## config.mk

```make
export PLATFORM = sky130hd
export DESIGN_NAME = sdf_ntt_scheduler
export DESIGN_NICKNAME = d
export VERILOG_FILES = /design/src/rtl/sdf_ctrl_pkg.sv /design/src/rtl/sdf_coef_buf.sv /design/src/rtl/sdf_ntt_scheduler.sv
export SDC_FILE = /design/constraint.sdc
export NUM_CORES = 1
export LEC_CHECK = 0
export CORE_MARGIN = 8
export CORE_UTILIZATION = 45
export DETAILED_ROUTE_END_ITERATION = 6
export PLACE_DENSITY = 0.74
export SKIP_CTS_REPAIR_TIMING = 1
export SLEW_MARGIN = 20
export SYNTH_ARGS = -nofsm -noshare
export SYNTH_HDL_FRONTEND = slang
export SYNTH_SLANG_ARGS = --single-unit
```

## constraint.sdc

```tcl
create_clock -name clk -period 8.45 [get_ports clk]
set_input_delay 1.69 -clock clk [delete_from_list [all_inputs] [get_ports clk]]
set_output_delay 1.69 -clock clk [all_outputs]
set_load 0.03 [all_outputs]
```

## src/rtl/sdf_ctrl_pkg.sv

```systemverilog
// Shared definitions for the SDF NTT scheduler: FSM state encoding and a
// constant-width helper used to size the RUN cycle counter.
package sdf_ctrl_pkg;

    typedef enum logic [1:0] {
        S_FILL  = 2'd0,
        S_RUN   = 2'd1,
        S_DRAIN = 2'd2
    } sched_state_t;

    // Smallest width w with 2**w >= value (returns at least 1).
    function automatic int clog2(input int value);
        int w;
        w = 1;
        for (int i = 1; i < 31; i++) begin
            if ((1 << i) < value) begin
                w = i + 1;
            end
        end
        return w;
    endfunction

endpackage

```

## src/rtl/sdf_coef_buf.sv

```systemverilog
// N x DATA_WIDTH simple dual-port coefficient buffer: synchronous write,
// combinational read from an address the caller keeps in a register.
module sdf_coef_buf #(
    parameter int DATA_WIDTH = 64,
    parameter int N          = 8,
    parameter int ADDR_WIDTH = 3
) (
    input  logic                  clk,
    input  logic                  wr_en,
    input  logic [ADDR_WIDTH-1:0] wr_addr,
    input  logic [DATA_WIDTH-1:0] wr_data,
    input  logic [ADDR_WIDTH-1:0] rd_addr,
    output logic [DATA_WIDTH-1:0] rd_data
);

    logic [DATA_WIDTH-1:0] mem [N];

    always_ff @(posedge clk) begin
        if (wr_en) begin
            mem[wr_addr] <= wr_data;
        end
    end

    assign rd_data = mem[rd_addr];

endmodule

```

## src/rtl/sdf_ntt_scheduler.sv

```systemverilog
// Per-polynomial sequencer for one SDF NTT pipeline: collect N words, burst them
// into the SDF with a start pulse, capture N results at fixed latency, replay them.
module sdf_ntt_scheduler
    import sdf_ctrl_pkg::*;
#(
    parameter int DATA_WIDTH  = 64,
    parameter int N           = 8,
    parameter int ADDR_WIDTH  = 3,
    parameter int SDF_LATENCY = 10
) (
    input  logic                  clk,
    input  logic                  rst,
    input  logic [DATA_WIDTH-1:0] in_data,
    input  logic                  in_valid,
    output logic                  in_ready,
    output logic [DATA_WIDTH-1:0] out_data,
    output logic                  out_valid,
    input  logic                  out_ready,
    output logic                  out_last,
    output logic [DATA_WIDTH-1:0] sdf_in,
    output logic                  sdf_start,
    input  logic [DATA_WIDTH-1:0] sdf_out,
    input  logic                  sdf_done_tick,
    output logic                  busy,
    output logic                  err_sync
);

    localparam int CYC_W = clog2(SDF_LATENCY + N);

    localparam logic [CYC_W-1:0]      FEED_LAST = CYC_W'(N - 1);
    localparam logic [CYC_W-1:0]      CAP_FIRST = CYC_W'(SDF_LATENCY);
    localparam logic [CYC_W-1:0]      CAP_LAST  = CYC_W'(SDF_LATENCY + N - 1);
    localparam logic [ADDR_WIDTH-1:0] LAST_IDX  = ADDR_WIDTH'(N - 1);

    function automatic logic [ADDR_WIDTH-1:0] wrap_inc(input logic [ADDR_WIDTH-1:0] a);
        return (a == LAST_IDX) ? '0 : a + 1'b1;
    endfunction

    sched_state_t          state;
    logic [ADDR_WIDTH-1:0] wr_cnt;
    logic [ADDR_WIDTH-1:0] rd_cnt;
    logic [CYC_W-1:0]      cyc;
    logic [ADDR_WIDTH-1:0] in_rd_addr;
    logic [ADDR_WIDTH-1:0] out_rd_addr;

    logic                  in_accept;
    logic                  out_fire;
    logic                  capture;
    logic [ADDR_WIDTH-1:0] cap_addr;
    logic [DATA_WIDTH-1:0] in_rd_data;
    logic [DATA_WIDTH-1:0] out_rd_data;

    // Valid/ready: a word moves only in a cycle where both valid and ready are
    // high at the rising edge; valid never waits on ready, and a presented word
    // (data and last) holds unchanged until it is taken.
    assign in_accept = in_ready && in_valid;
    assign out_fire  = out_valid && out_ready;
    assign capture   = (state == S_RUN) && (cyc >= CAP_FIRST) && (cyc <= CAP_LAST);
    assign cap_addr  = ADDR_WIDTH'(cyc - CAP_FIRST);

    sdf_coef_buf #(
        .DATA_WIDTH (DATA_WIDTH),
        .N          (N),
        .ADDR_WIDTH (ADDR_WIDTH)
    ) u_in_buf (
        .clk     (clk),
        .wr_en   (in_accept),
        .wr_addr (wr_cnt),
        .wr_data (in_data),
        .rd_addr (in_rd_addr),
        .rd_data (in_rd_data)
    );

    sdf_coef_buf #(
        .DATA_WIDTH (DATA_WIDTH),
        .N          (N),
        .ADDR_WIDTH (ADDR_WIDTH)
    ) u_out_buf (
        .clk     (clk),
        .wr_en   (capture),
        .wr_addr (cap_addr),
        .wr_data (sdf_out),
        .rd_addr (out_rd_addr),
        .rd_data (out_rd_data)
    );

    // Read addresses run one word ahead of the registered outputs, so each
    // output register loads the next word on the same edge it is needed.
    always_ff @(posedge clk) begin
        if (rst) begin
            state       <= S_FILL;
            wr_cnt      <= '0;
            rd_cnt      <= '0;
            cyc         <= '0;
            in_rd_addr  <= '0;
            out_rd_addr <= '0;
            in_ready    <= 1'b1;
            out_data    <= '0;
            out_valid   <= 1'b0;
            out_last    <= 1'b0;
            sdf_in      <= '0;
            sdf_start   <= 1'b0;
            busy        <= 1'b0;
            err_sync    <= 1'b0;
        end else begin
            sdf_start <= 1'b0;
            case (state)
                S_FILL: begin
                    if (in_accept) begin
                        if (wr_cnt == LAST_IDX) begin
                            wr_cnt     <= '0;
                            state      <= S_RUN;
                            in_ready   <= 1'b0;
                            busy       <= 1'b1;
                            cyc        <= '0;
                            sdf_start  <= 1'b1;
                            sdf_in     <= in_rd_data;
                            in_rd_addr <= wrap_inc(in_rd_addr);
                        end else begin
                            wr_cnt <= wrap_inc(wr_cnt);
                        end
                    end
                end

                S_RUN: begin
                    if (cyc < FEED_LAST) begin
                        sdf_in     <= in_rd_data;
                        in_rd_addr <= wrap_inc(in_rd_addr);
                    end else begin
                        sdf_in <= '0;
                    end

                    // The SDF cannot stall: its done tick must land on the last capture.
                    if (sdf_done_tick != (cyc == CAP_LAST)) begin
                        err_sync <= 1'b1;
                    end

                    if (cyc == CAP_LAST) begin
                        cyc         <= '0;
                        state       <= S_DRAIN;
                        rd_cnt      <= '0;
                        out_valid   <= 1'b1;
                        out_data    <= out_rd_data;
                        out_last    <= (LAST_IDX == '0);
                        out_rd_addr <= wrap_inc(out_rd_addr);
                    end else begin
                        cyc <= cyc + 1'b1;
                    end
                end

                S_DRAIN: begin
                    if (out_fire) begin
                        if (out_last) begin
                            state     <= S_FILL;
                            rd_cnt    <= '0;
                            out_valid <= 1'b0;
                            out_last  <= 1'b0;
                            out_data  <= '0;
                            busy      <= 1'b0;
                            in_ready  <= 1'b1;
                        end else begin
                            rd_cnt      <= wrap_inc(rd_cnt);
                            out_data    <= out_rd_data;
                            out_last    <= (wrap_inc(rd_cnt) == LAST_IDX);
                            out_rd_addr <= wrap_inc(out_rd_addr);
                        end
                    end
                end

                default: begin
                    state    <= S_FILL;
                    in_ready <= 1'b1;
                    busy     <= 1'b0;
                end
            endcase
        end
    end

endmodule

```

## Word-level counts from Yosys, hierarchy flattened

Memory sizes are Yosys's and may differ from the RTL's. A register that Yosys moved wholly into a read port is not among the register bits.
Cells that the tools add are included.

| operators by class | value |
|---|---|
| add/sub/neg operators | 6 |
| $lt $le $gt $ge | 3 |
| equality and inequality tests | 16 |
| muxes and demuxes | 59 |
| bitwise operators | 3 |
| reduce and logical (&&, ||, !) cells | 17 |

Operators with widths:

| operator | count |
|---|---|
| 64-bit two-way mux | 6 |
| 64-bit one-hot mux with 2 select lines | 2 |
| 3-bit two-way mux | 17 |
| 3-bit one-hot mux with 2 select lines | 3 |
| 1-bit two-way mux | 17 |
| 3-bit equality test, second input constant | 5 |
| 5-bit two-way mux | 3 |
| 3-bit by 1-bit adder with 3-bit output, second input constant | 4 |
| 4-bit AND reduction | 3 |
| 2-bit two-way mux | 5 |
| 2-bit inequality test, second input constant | 5 |
| 5-bit one-hot mux with 2 select lines | 1 |
| 5-bit AND reduction | 2 |
| 1-bit one-hot mux with 3 select lines | 2 |
| 2-bit one-hot mux with 3 select lines | 1 |
| 3-bit AND reduction | 2 |
| 5-bit by 1-bit adder with 5-bit output, second input constant | 1 |
| 5-bit equality test, second input constant | 1 |
| 5-bit by 4-bit greater-or-equal comparator with 1-bit output, second input constant | 1 |
| 5-bit less-or-equal comparator, second input constant | 1 |
| 5-bit by 3-bit < comparator with 1-bit output, second input constant | 1 |
| 1-bit logical AND | 4 |
| 2-bit by 1-bit inequality test with 1-bit output, second input constant | 2 |
| 1-bit one-hot mux with 2 select lines | 2 |
| 9 further kinds | 13 |

| storage, ports and cells | value |
|---|---|
| flip-flop bits (word level) | 153 |
| memory bits (writable) | 1,024 |
| output and inout bits | 134 |
| logic and storage cells | 120 |
| memories | 2 |

Memory list:

| memory | depth | width | rd ports | clocked after memory_dff | wr ports | RTL line | RTL |
|---|---|---|---|---|---|---|---|
| u_in_buf.mem | 8 | 64 | 1 | 1 | 1 | sdf_coef_buf.sv:16 | `logic [DATA_WIDTH-1:0] mem [N];` |
| u_out_buf.mem | 8 | 64 | 1 | 1 | 1 | sdf_coef_buf.sv:16 |  |

## Logic depth before layout (Yosys ltp)

Gate-level depths: netlist of the first run.

| depth | value |
|---|---|
| depth in word-level cells | 7 |
| depth in mapped cells | 9 |

## Cells and area by module

A second synthesis of the first run with hierarchy kept.

| unflattened totals | value |
|---|---|
| cells, all modules | 2,218 |
| area, all modules | 44,729.1 µm² |

Modules (own cells, without submodules):

| module | times used | cells each | area an instance (µm²) | seq. area each (µm²) |
|---|---|---|---|---|
| sdf_coef_buf | 2 | 752 | 19,277.2 | 15,374.7 |
| sdf_ntt_scheduler | 1 | 714 | 6,174.7 | 3,062.9 |

## Least setup slack after synthesis of the first run

No wires, ideal clock.

| timing | value |
|---|---|
| path kind | flip-flop to flip-flop |
| from | register cyc[1] |
| to | memory u_out_buf.mem[1][0] (enable) |
| arrival | 7,367 ps |
| required time | 7,806 ps |
| slack | 439 ps |
| cell stages (with the launch flop) | 8 |
| path buffers | 2 |
| clock period less this slack | 8,011 ps |
| path through | dfxtp_1 clkbuf_1 inv_1 ha_1 and4bb_1 buf_2 o21ai_0 nor4_1 |

| between the ends | value |
|---|---|
| longest elaborated chain between the ends | 5 |

Ends and longest elaborated chain:

| element | RTL line | RTL |
|---|---|---|
| from (decl) | sdf_ntt_scheduler.sv:42 | `logic [CYC_W-1:0] cyc;` |
| from (signal assigned) | sdf_ntt_scheduler.sv:147 | `cyc <= cyc + 1'b1;` |
| 5-bit by 4-bit greater-or-equal comparator with 1-bit output | sdf_ntt_scheduler.sv:58 | `assign capture = (state == S_RUN) && (cyc >= CAP_FIRST) && (cyc <= CAP_LAST);` |
| 1-bit logical AND (2 in a row) | sdf_ntt_scheduler.sv:58 |  |
| 1-bit two-way mux | sdf_coef_buf.sv:19 | `if (wr_en) begin` |
| 1-bit two-way mux (implied by the code) | sdf_coef_buf.sv:20 | `mem[wr_addr] <= wr_data;` |
| to (decl) | sdf_coef_buf.sv:16 |  |

Several ways; a longest one is shown, not always the timed one.

## Final worst setup path of the first run

| timing | value |
|---|---|
| from | input port in_valid |
| to | memory u_in_buf.mem[1][20] (enable) |

| between the ends | value |
|---|---|
| longest elaborated chain between the ends | 3 |

Ends and longest elaborated chain:

| element | RTL line | RTL |
|---|---|---|
| from (decl) | sdf_ntt_scheduler.sv:14 | `input logic in_valid,` |
| 1-bit logical AND | sdf_ntt_scheduler.sv:56 | `assign in_accept = in_ready && in_valid;` |
| 1-bit two-way mux | sdf_coef_buf.sv:19 |  |
| 1-bit two-way mux (implied by the code) | sdf_coef_buf.sv:20 |  |
| to (decl) | sdf_coef_buf.sv:16 |  |

No other way between the ends.

==> key figures, run 1 <==
STA
  – FMAX: 241 MHz
  – Worst Tran Pin Value: 1.10 ns
  – Total negative setup slack: 0 ns
  – Fin. Hold Viols: 0
  – RSZ-0062 raised after global routing: no
  – Clock Skew: 0.0141 ns
  – Final Setup Violations: 0
  – Period Utilization, post-route: 49.1%
  – Max-slew violations: 0
  – Min cycle time layout: 4.15 ns
  – Relative slew slack: 26.7%

Cells and area
  – Post-Route Utilization: 53.4%
  – Area Growth Syn to Fin: 17.8%
  – Layout cells sized above 1: 25.8%
  – Final nets: 2,407

Setup path
  – CP max FO: 37
  – Nature of the critical path endpoint: flop
  – Slowest-stage cell, CP: nor2_4
  – Startpoint Class: primary input
  – Family with the most delay on the worst path: simple AND/OR/NAND/NOR gates
  – CP Data Arrival Time: 4.45 ns
  – Worst path bufs/invs: 2
  – WS Path Type: in2reg
  – Crit-path max cell delay: 0.84 ns
  – Crit-path cells: clkdlybuf4s50_1 > or3b_2 > nor2_4 > buf_4
  – Critical path required time: 8.76 ns

Global route
  – Total track usage: 17.0%
  – Initial antenna violation count: 21
  – Vias in the first global route: 22.0k
  – Largest net degree at the start of global routing: 82
  – Grt ovf: 0
  – First-pass GRT wire length: 139,000 um

Yosys
  – Top_reg_cell synth: edfxtp_1
  – Synth top area cells: edfxtp_1 70%, mux4_2 13%, dfxtp_1 7.3%
  – Post-Synthesis Cells: 1,954
  – Synth top cells by count: 1,024 x edfxtp_1, 254 x mux4_2, 159 x dfxtp_1
  – Yosys top cell by area: edfxtp_1
  – Yosys warnings: 0
  – Share of the synthesized area in the top cell type: 70.2%
  – Post-synth EDFFs: 1,024
  – Mapped Area: 43,800 um2
  – Post-synthesis register bit count: 1,183
  – Mean Syn Cell Area: 22.4 um2
  – Post-synthesis cell type count: 49
  – Dominant cell by count in the synthesized netlist: edfxtp_1
  – Sequential area share after synthesis: 77.5%
  – FFs w/ async S/R, synth: 0%
  – Syn Nets: 2,099

Drt
  – Iter 0 DRT Violations: 1,812
  – WL per Instance: 25.6 um
  – Detail Route Antenna Nets: 0
  – Mean number of vias per cell: 5.67
  – Drt first pass iters: 5
  – Drt total wl: 93,400 um
  – DRC: 0
  – Via count: 20.7k

Floorplanning
  – I/O pin count: 267
  – Die Span Y: 328 um
  – Die X: 328 um
  – FP Rows: 114
  – Initial Utilization: 45.3%
  – Core footprint: 96,600 um2
  – Die area: 108,000 um2

Clock tree
  – Clock transition at path regs: 0.06 ns
  – CTS tree: yes
  – Latest clock arrival within the worst-skew pair: 0.67 ns
  – CTS Root Cell: clkbuf_16
  – CTS Sinks: 1,183
  – CTS buffer count: 112
  – H-tree lvl count: 3
  – Bufs on Longest Clock Path: 3

Hold path
  – Worst hold path type: reg2reg

Placement
  – Post-DP HPWL: 51,700 um
  – Final Wtd Congestion: 0.726
  – PortBufs: 266

Pwr
  – Pwr dens: 225 nW/um2
  – Leak Pwr: 16.0 nW
  – Total power: 11.6 mW
  – Peak VDD IR: 221 uV

Outcome
  – Status: completed

Run
  – Max capacitance violation total: 0
==> sequential cells by signal, indices dropped and copies added, names as in the netlist, 2 cells and up, named ones only <==
register	count
wr_cnt	3
rd_cnt	3
out_data	64
in_rd_addr	3
u_out_buf.mem	512
out_rd_addr	3
state	2
sdf_in	64
cyc	5
u_in_buf.mem	512
==> metal layers <==
metal,GRT usage [%],part of all wire (%),vias to the layer above
met5,0,0.14,-
met4,4.49,1.8,20
met3,4.88,8.7,146
met2,28.2,49,821
met1,22.0,40,10800
li1,-,-,8859
==> layout by cell type, fill, tap and decap left out, drive strengths merged, types with 2 or more instances in the layout <==
| cell | count |
|---|---|
| clkinvlp | 2 |
| nand3 | 9 |
| clkdlybuf4s50 | 266 |
| nand2b | 3 |
| a32o | 2 |
| ha | 12 |
| a21oi | 18 |
| a311oi | 2 |
| nor2b | 2 |
| nor3 | 11 |
| nand3b | 2 |
| nor3b | 2 |
| diode | 10 |
| buf | 35 |
| nand2 | 15 |
| o21ai | 6 |
| clkinv | 34 |
| edfxtp | 1024 |
| inv | 9 |
| mux2 | 127 |
| mux2i | 8 |
| dfxtp | 159 |
| nor4 | 5 |
| clkbuf | 162 |
| bufinv | 9 |
| a22o | 127 |
| mux4 | 254 |
| a211oi | 2 |
| nor2 | 33 |
| and2b | 2 |
==> path summary, 6_finish.rpt <==
check	startpoint	end	slack, ns	depth (start not counted)
setup / recovery	in_valid	u_in_buf.mem[1][20]	4.30	4
hold / removal	rd_cnt[2]	rd_cnt[2]	0.47	2
setup reg to reg	cyc[1]	u_out_buf.mem[5][4]	4.94	6
hold reg to reg	rd_cnt[2]	rd_cnt[2]	0.47	2
==> power breakdown <==
| part | internal (mW) | total [mW] | leakage [nW] | switching [mW] |
|---|---|---|---|---|
| Clock | 2.86 | 4.92 | 1.79 | 2.05 |
| Combinational | 0.108 | 0.253 | 3.63 | 0.145 |
| Sequential | 6.40 | 6.41 | 10.5 | 0.0147 |
| Total | 9.37 | 11.6 | 16.0 | 2.21 |
==> through the flow <==
step	hold slack (ns)	instance area (um2)	worst slack, ns	instances
3_5_place_dp	0.455	47900	3.60	3424
4_1_cts	0.463	51500	4.34	3636
3_3_place_gp	0.448	47900	3.70	3423
2_1_floorplan	0.436	43800	0.439	1954
6_report	0.465	51600	4.30	3646
5_1_grt	0.484	51500	4.24	3638
==> worst min-delay path, stage by stage, from the launching register on <==
cell	delay, ns
dfxtp_1	0.31
nand2_1	0.06
a21oi_1	0.05
==> cell type report <==
type                    count  area [um2]
fillers                  7091       45000
flip-flops and latches   1183       34000
multi-input cells         660        9360
clock buffers             162        3150
repair buffers            301        2950
well taps                1276        1600
clock inverters            50         494
diodes                     10        25.0
inverters                   4        15.0
==> logic make-up after synthesis <==
group	after synthesis	synth area share [%]
AOI/OAI and AO/OA	165	3.15
adders and majority gates	12	0.343
buffers and inverters	111	1.36
muxes	389	16.5
xor gates and xnor gates	1	0.0200
DFF	1183	77.5
and+or+nand+nor	93	1.10
No activity file was read; power rests on OpenSTA's default activity.
==> inputs of run 2 (changes only) <==
==> constraint.sdc (replaced) <==
create_clock -name clk -period 3.8 [get_ports clk]
set_input_delay 0.76 -clock clk [delete_from_list [all_inputs] [get_ports clk]]
set_output_delay 0.76 -clock clk [all_outputs]
set_load 0.03 [all_outputs]
==> key figures, run 2 (synthesis gave the netlist of run 1 again) <==
Cells and area
  – Post-Route Utilization: 54.1% (+0.67 points)
  – Number of fill cells: 7,052 (-0.55%)
  – Most common cell after layout, fill and taps aside: edfxtp_1
  – Final nets: 2,424 (+0.71%)
  – Largest registers: u_in_buf.mem (512), u_out_buf.mem (512)
  – Most frequent cells in the layout: 1,024 x edfxtp_1, 266 x clkdlybuf4s50_1, 254 x mux4_2
  – Layout cells sized above 1: 26.7% (+0.90 points)
  – Area Growth Syn to Fin: 19.3%

Global route
  – First-pass GRT wire length: 142,000 um (+2.3%)
  – Largest net degree at the start of global routing: 65 (-21%)
  – Vias in the first global route: 22.2k (+1.1%)
  – Initial antenna violation count: 25 (+19%)
  – Total track usage: 17.5% (+0.48 points)
  – Grt ovf: 0 (unchanged)

Floorplanning
  – Die X: 328 um (unchanged)
  – Die Span Y: 328 um (unchanged)
  – Initial Utilization: 45.3% (unchanged)
  – Die area: 108,000 um2 (unchanged)
  – I/O pin count: 267 (unchanged)
  – FP Rows: 114 (unchanged)
  – Core footprint: 96,600 um2 (unchanged)

Drt
  – Detail Route Antenna Nets: 0 (unchanged)
  – Drt first pass iters: 5 (unchanged)
  – Via count: 20.8k (+0.61%)
  – Iter 0 DRT Violations: 1,977 (+9.1%)
  – DRC: 0 (unchanged)
  – Drt total wl: 95,300 um (+2.1%)
  – Mean number of vias per cell: 5.67 (+0.12%)
  – WL per Instance: 26.0 um (+1.6%)

STA
  – Min cycle time layout: 2.98 ns
  – Final Setup Violations: 0 (unchanged)
  – RSZ-0062 raised after global routing: no
  – Clock Skew: 0.0221 ns (+0.00801 ns)
  – Total negative setup slack: 0 ns (unchanged)
  – Max-slew violations: 0 (unchanged)
  – Fin. Hold Viols: 0 (unchanged)
  – Period Utilization, post-route: 78.5%
  – Relative slew slack: 38.5% (+12 points)
  – FMAX: 335 MHz
  – Worst Tran Pin Value: 0.922 ns (-0.178 ns)

Clock tree
  – Latest clock arrival within the worst-skew pair: 0.68 ns (about the same)
  – CTS Sinks: 1,183 (unchanged)
  – CTS tree: yes
  – Clock transition at path regs: 0.06 ns (about the same)
  – Bufs on Longest Clock Path: 3 (unchanged)
  – CTS buffer count: 114 (+1.8%)
  – H-tree lvl count: 3 (unchanged)
  – CTS Root Cell: clkbuf_16

Setup path
  – R2R Path End: u_out_buf.mem[1][17]
  – RR Startpoint: cyc[1]
  – Critical path required time: 4.15 ns (-4.61 ns)
  – CP Data Arrival Time: 3.33 ns (-1.12 ns)
  – Reg2Reg Depth: 6 (unchanged)
  – Startpoint Class: flop
  – R2R Setup Slk: 0.82 ns (-4.12 ns)
  – Nature of the critical path endpoint: flop
  – CP max FO: 13 (-65%)
  – WS Path Type: reg2reg

Pwr
  – Sw Ratio: 19.1% (+0.033 points)
  – Peak VDD IR: 376 uV (+70%)
  – Total power: 26.1 mW (+130%)
  – Int Pwr: 21.1 mW (+130%)
  – Sw power: 5.00 mW (+130%)
  – Combinational power share: 2.2% (about the same)
  – Flop pwr share: 54.5% (-0.9 points)
  – Pwr dens: 501 nW/um2 (+120%)
  – Clock share of power: 43.2% (+0.8 points)
  – Leak Pwr: 16.2 nW (+1.3%)

Placement
  – PortBufs: 266 (unchanged)
  – Post-DP HPWL: 53,800 um (+4.1%)
  – Final Wtd Congestion: 0.753 (+3.7%)

Run
  – Max capacitance violation total: 0 (unchanged)

Hold path
  – Hold EP: out_data[49]
  – Cells on Worst Hold Path: 1 (-1)
  – Hold path startpoint: out_data[49]
  – Worst hold path type: reg2reg

Outcome
  – Status: completed
## run 2: power by group through the flow
stage / sequential [mW] / combinational (mW) / clock [mW]
after floorplan: 14.5 / 0.209 / 0
after global placement: 14.5 / 0.554 / 0
after detailed placement: 14.5 / 0.581 / 0
after CTS: 14.3 / 0.586 / 11.5
after global routing: 14.3 / 0.622 / 12.0
final: 14.3 / 0.579 / 11.3
## run 2: per-stage QoR
step | hold slack, ns | cells | cell area [um2] | setup slack [ns]
floorplan | 0.436 | 1954 | 43900 | -1.40
global placement | 0.443 | 3439 | 48400 | 0.756
detailed placement | 0.464 | 3439 | 48400 | 0.790
CTS | 0.481 | 3650 | 52200 | 0.779
global route | 0.492 | 3652 | 52200 | 0.663
finish | 0.475 | 3664 | 52200 | 0.819
## run 2: how the worst max path moves through the flow
stage / startpoint / slack (ns) / endpoint / cells after the start
2_1_floorplan: cyc[1] / -1.40 / u_out_buf.mem[7][0] / 7
3_3_place_gp: cyc[1] / 0.76 / u_out_buf.mem[1][17] / 6
3_5_place_dp: cyc[1] / 0.79 / u_out_buf.mem[1][21] / 6
4_1_cts: cyc[1] / 0.78 / u_out_buf.mem[1][17] / 6
5_1_grt: cyc[1] / 0.66 / u_out_buf.mem[1][17] / 6
6_report: cyc[1] / 0.82 / u_out_buf.mem[1][17] / 6
## run 2: worst max-delay path, cell delays in order, from the launching register on
cell and delay [ns]:
dfxtp_1 0.75, ha_1 0.25, nor3_1 0.05, nor3b_1 0.39
o21ai_2 0.24, nor4_4 0.62, buf_4 0.36
## run 2: layout make-up
type / instances / area [um2] / share of cell area (%)
Clock buffer: 157 / 3150 / 6.03
Inverter: 4 / 15.0 / 0.0288
Clock inverter: 54 / 619 / 1.19
Sequential cell: 1183 / 34000 / 65.0
Tap cell: 1276 / 1600 / 3.06
Antenna cell: 14 / 35.0 / 0.0671
Multi-Input combinational cell: 660 / 9440 / 18.1
Timing Repair Buffer: 316 / 3400 / 6.51
## run 2: per-layer routing
| metal | vias up | global-route usage, % | part of all wire [%] |
|---|---|---|---|
| li1 | 8894 | - | - |
| met1 | 10900 | 22.2 | 39 |
| met2 | 811 | 28.9 | 49 |
| met3 | 162 | 5.30 | 8.9 |
| met4 | 14 | 5.09 | 2.5 |
| met5 | - | 0 | 0.097 |
==> inputs of run 3 (changes only) <==
==> constraint.sdc (replaced) <==
create_clock -name clk -period 2.47 [get_ports clk]
set_input_delay 0.494 -clock clk [delete_from_list [all_inputs] [get_ports clk]]
set_output_delay 0.494 -clock clk [all_outputs]
set_load 0.03 [all_outputs]
==> key figures, run 3 (synthesis gave the netlist of run 1 again) <==
Floorplanning
  – Die X: 328 um (unchanged)
  – FP Rows: 114 (unchanged)
  – Die Span Y: 328 um (unchanged)
  – Initial Utilization: 45.3% (unchanged)
  – Die area: 108,000 um2 (unchanged)
  – Core footprint: 96,600 um2 (unchanged)
  – I/O pin count: 267 (unchanged)

Pwr
  – Pwr dens: 755 nW/um2 (+51%)
  – Combinational power share: 2.4% (+0.2 points)
  – Peak VDD IR: 592 uV (+57%)
  – Int Pwr: 32.5 mW (+54%)
  – Sw power: 7.97 mW (+59%)
  – Clock share of power: 43.3% (about the same)
  – Total power: 40.4 mW (+55%)
  – Sw Ratio: 19.7% (+0.58 points)
  – Flop pwr share: 54.3% (-0.2 points)
  – Leak Pwr: 16.9 nW (+4.4%)

Drt
  – Detail Route Antenna Nets: 0 (unchanged)
  – Mean number of vias per cell: 5.69 (+0.39%)
  – Drt total wl: 95,800 um (+0.44%)
  – Iter 0 DRT Violations: 1,926 (-2.6%)
  – Via count: 21.3k (+2.7%)
  – DRC: 0 (unchanged)
  – WL per Instance: 25.6 um (-1.8%)
  – Drt first pass iters: 5 (unchanged)

Setup path
  – Slowest-stage cell, CP: clkdlybuf4s50_1
  – Critical path startpoint: sdf_in[56]
  – Critical path required time: 1.98 ns (-2.17 ns)
  – Crit-path max cell delay: 0.75 ns (about the same)
  – Worst path depth: 1 (-5)
  – Startpoint Class: flop
  – Family with the most delay on the worst path: buffers and inverters
  – Nature of the critical path endpoint: output pin
  – R2R Path End: u_out_buf.mem[0][50]
  – Reg2Reg Depth: 7 (+1)
  – WS Path Type: reg2out
  – R2R Setup Slk: 0.17 ns (-0.65 ns)
  – Worst path bufs/invs: 1 (unchanged)
  – Worst Setup EP: sdf_in[56]
  – Crit-path cells: clkdlybuf4s50_1
  – RR Startpoint: cyc[1]
  – CP max FO: 2 (-11)
  – CP Data Arrival Time: 1.89 ns (-1.44 ns)

Clock tree
  – CTS Root Cell: clkbuf_16
  – CTS Sinks: 1,183 (unchanged)
  – Bufs on Longest Clock Path: 3 (unchanged)
  – CTS tree: yes
  – CTS buffer count: 114 (unchanged)
  – Clock transition at path regs: 0.06 ns (about the same)
  – H-tree lvl count: 3 (unchanged)
  – Latest clock arrival within the worst-skew pair: 0.69 ns (about the same)

Placement
  – Place WS: -0.273 ns (-1.06 ns)
  – PortBufs: 266 (unchanged)
  – Post-Place Cells: 3,525 (+2.5%)
  – Final Wtd Congestion: 0.754 (about the same)
  – Post-DP HPWL: 58,200 um (+8.1%)

Cells and area
  – Final Non-Filler Cells: 3,747 (+2.3%)
  – Most common cell after layout, fill and taps aside: edfxtp_1
  – Most frequent cells in the layout: 1,024 x edfxtp_1, 261 x clkdlybuf4s50_1, 254 x mux4_2
  – Final nets: 2,510 (+3.5%)
  – Area Growth Syn to Fin: 22.4%
  – Layout cells sized above 1: 29.7% (+3.0 points)
  – Number of fill cells: 6,841 (-3.0%)
  – Largest registers: u_in_buf.mem (512), u_out_buf.mem (512)

Hold path
  – Worst hold path type: reg2reg

Global route
  – First-pass GRT wire length: 144,000 um (+1.5%)
  – Grt ovf: 0 (unchanged)
  – Largest net degree at the start of global routing: 52 (-20%)
  – Initial antenna violation count: 8 (-68%)
  – Vias in the first global route: 22.5k (+1.6%)
  – Total track usage: 17.5% (+0.060 points)

STA
  – Relative slew slack: 52.0% (+14 points)
  – Final Setup Violations: 0 (unchanged)
  – Hold_ws: 0.475 ns (+0.000573 ns)
  – RSZ-0062 raised after global routing: no
  – Final setup margin: 0.0868 ns (-0.732 ns)
  – Worst Tran Pin Value: 0.719 ns (-0.203 ns)
  – Fin. Hold Viols: 0 (unchanged)
  – Clock Skew: 0.0502 ns (+0.0281 ns)
  – Period Utilization, post-route: 96.5%
  – Max-slew violations: 0 (unchanged)
  – Min cycle time layout: 2.38 ns
  – FMAX: 420 MHz

Run
  – Max capacitance violation total: 0 (unchanged)

Outcome
  – Status: completed
==> run 3: per-stage QoR <==
stage          utilization, %  cell area [um2]  TNS, ns
4_1_cts                  55.5            53600   -0.226
2_1_floorplan               -            44000  -646.91
3_3_place_gp             51.5            49700   -43.03
6_report                 55.5            53600        0
3_5_place_dp             51.5            49700   -42.12
5_1_grt                  55.5            53600        0
==> run 3: cell type report <==
class,instances,area (um2),area share [%]
clock buffers,152,3100,5.78
clock inverters,64,764,1.43
repair buffers,402,4650,8.67
diodes,6,15.0,0.0280
flip-flops and latches,1183,34000,63.4
inverters,4,22.5,0.0420
well taps,1276,1600,2.98
multi-input cells,660,9480,17.7
==> run 3: layer usage <==
metal,wire length (um),vias up,track usage [%]
met1,38600,11300,23.0
met2,48100,869,29.7
met5,41,-,0
li1,-,9059,-
met4,1950,6,4.74
met3,7130,143,3.76
==> run 3: worst min path at each step <==
stage,slack [ns],startpoint,depth (start not counted),to
after floorplan,0.44,rd_cnt[2],2,rd_cnt[2]
after global placement,0.44,rd_cnt[2],2,rd_cnt[2]
after detailed placement,0.46,sdf_in[62],1,sdf_in[62]
after CTS,0.46,sdf_out[12],1,u_out_buf.mem[5][12]
after global routing,0.49,sdf_out[12],1,u_out_buf.mem[5][12]
final,0.48,out_data[20],1,out_data[20]
==> run 3: worst register-to-register path, delay by kind of cell (launching register included) <==
family / cells / cell delay [ns]
simple gates: 3 / 0.68
flops: 1 / 0.47
buf+inv: 2 / 0.42
fa+ha+maj: 1 / 0.21
compound gates: 1 / 0.19
==> run 3: power groups by stage <==
| stage | Combinational, mW | Sequential [mW] | Clock [mW] |
|---|---|---|---|
| global placement | 0.930 | 22.3 | 0 |
| floorplan | 0.324 | 22.4 | 0 |
| detailed placement | 0.976 | 22.4 | 0 |
| finish | 0.978 | 21.9 | 17.5 |
| global route | 1.04 | 21.9 | 18.6 |
| CTS | 0.985 | 21.9 | 17.9 |
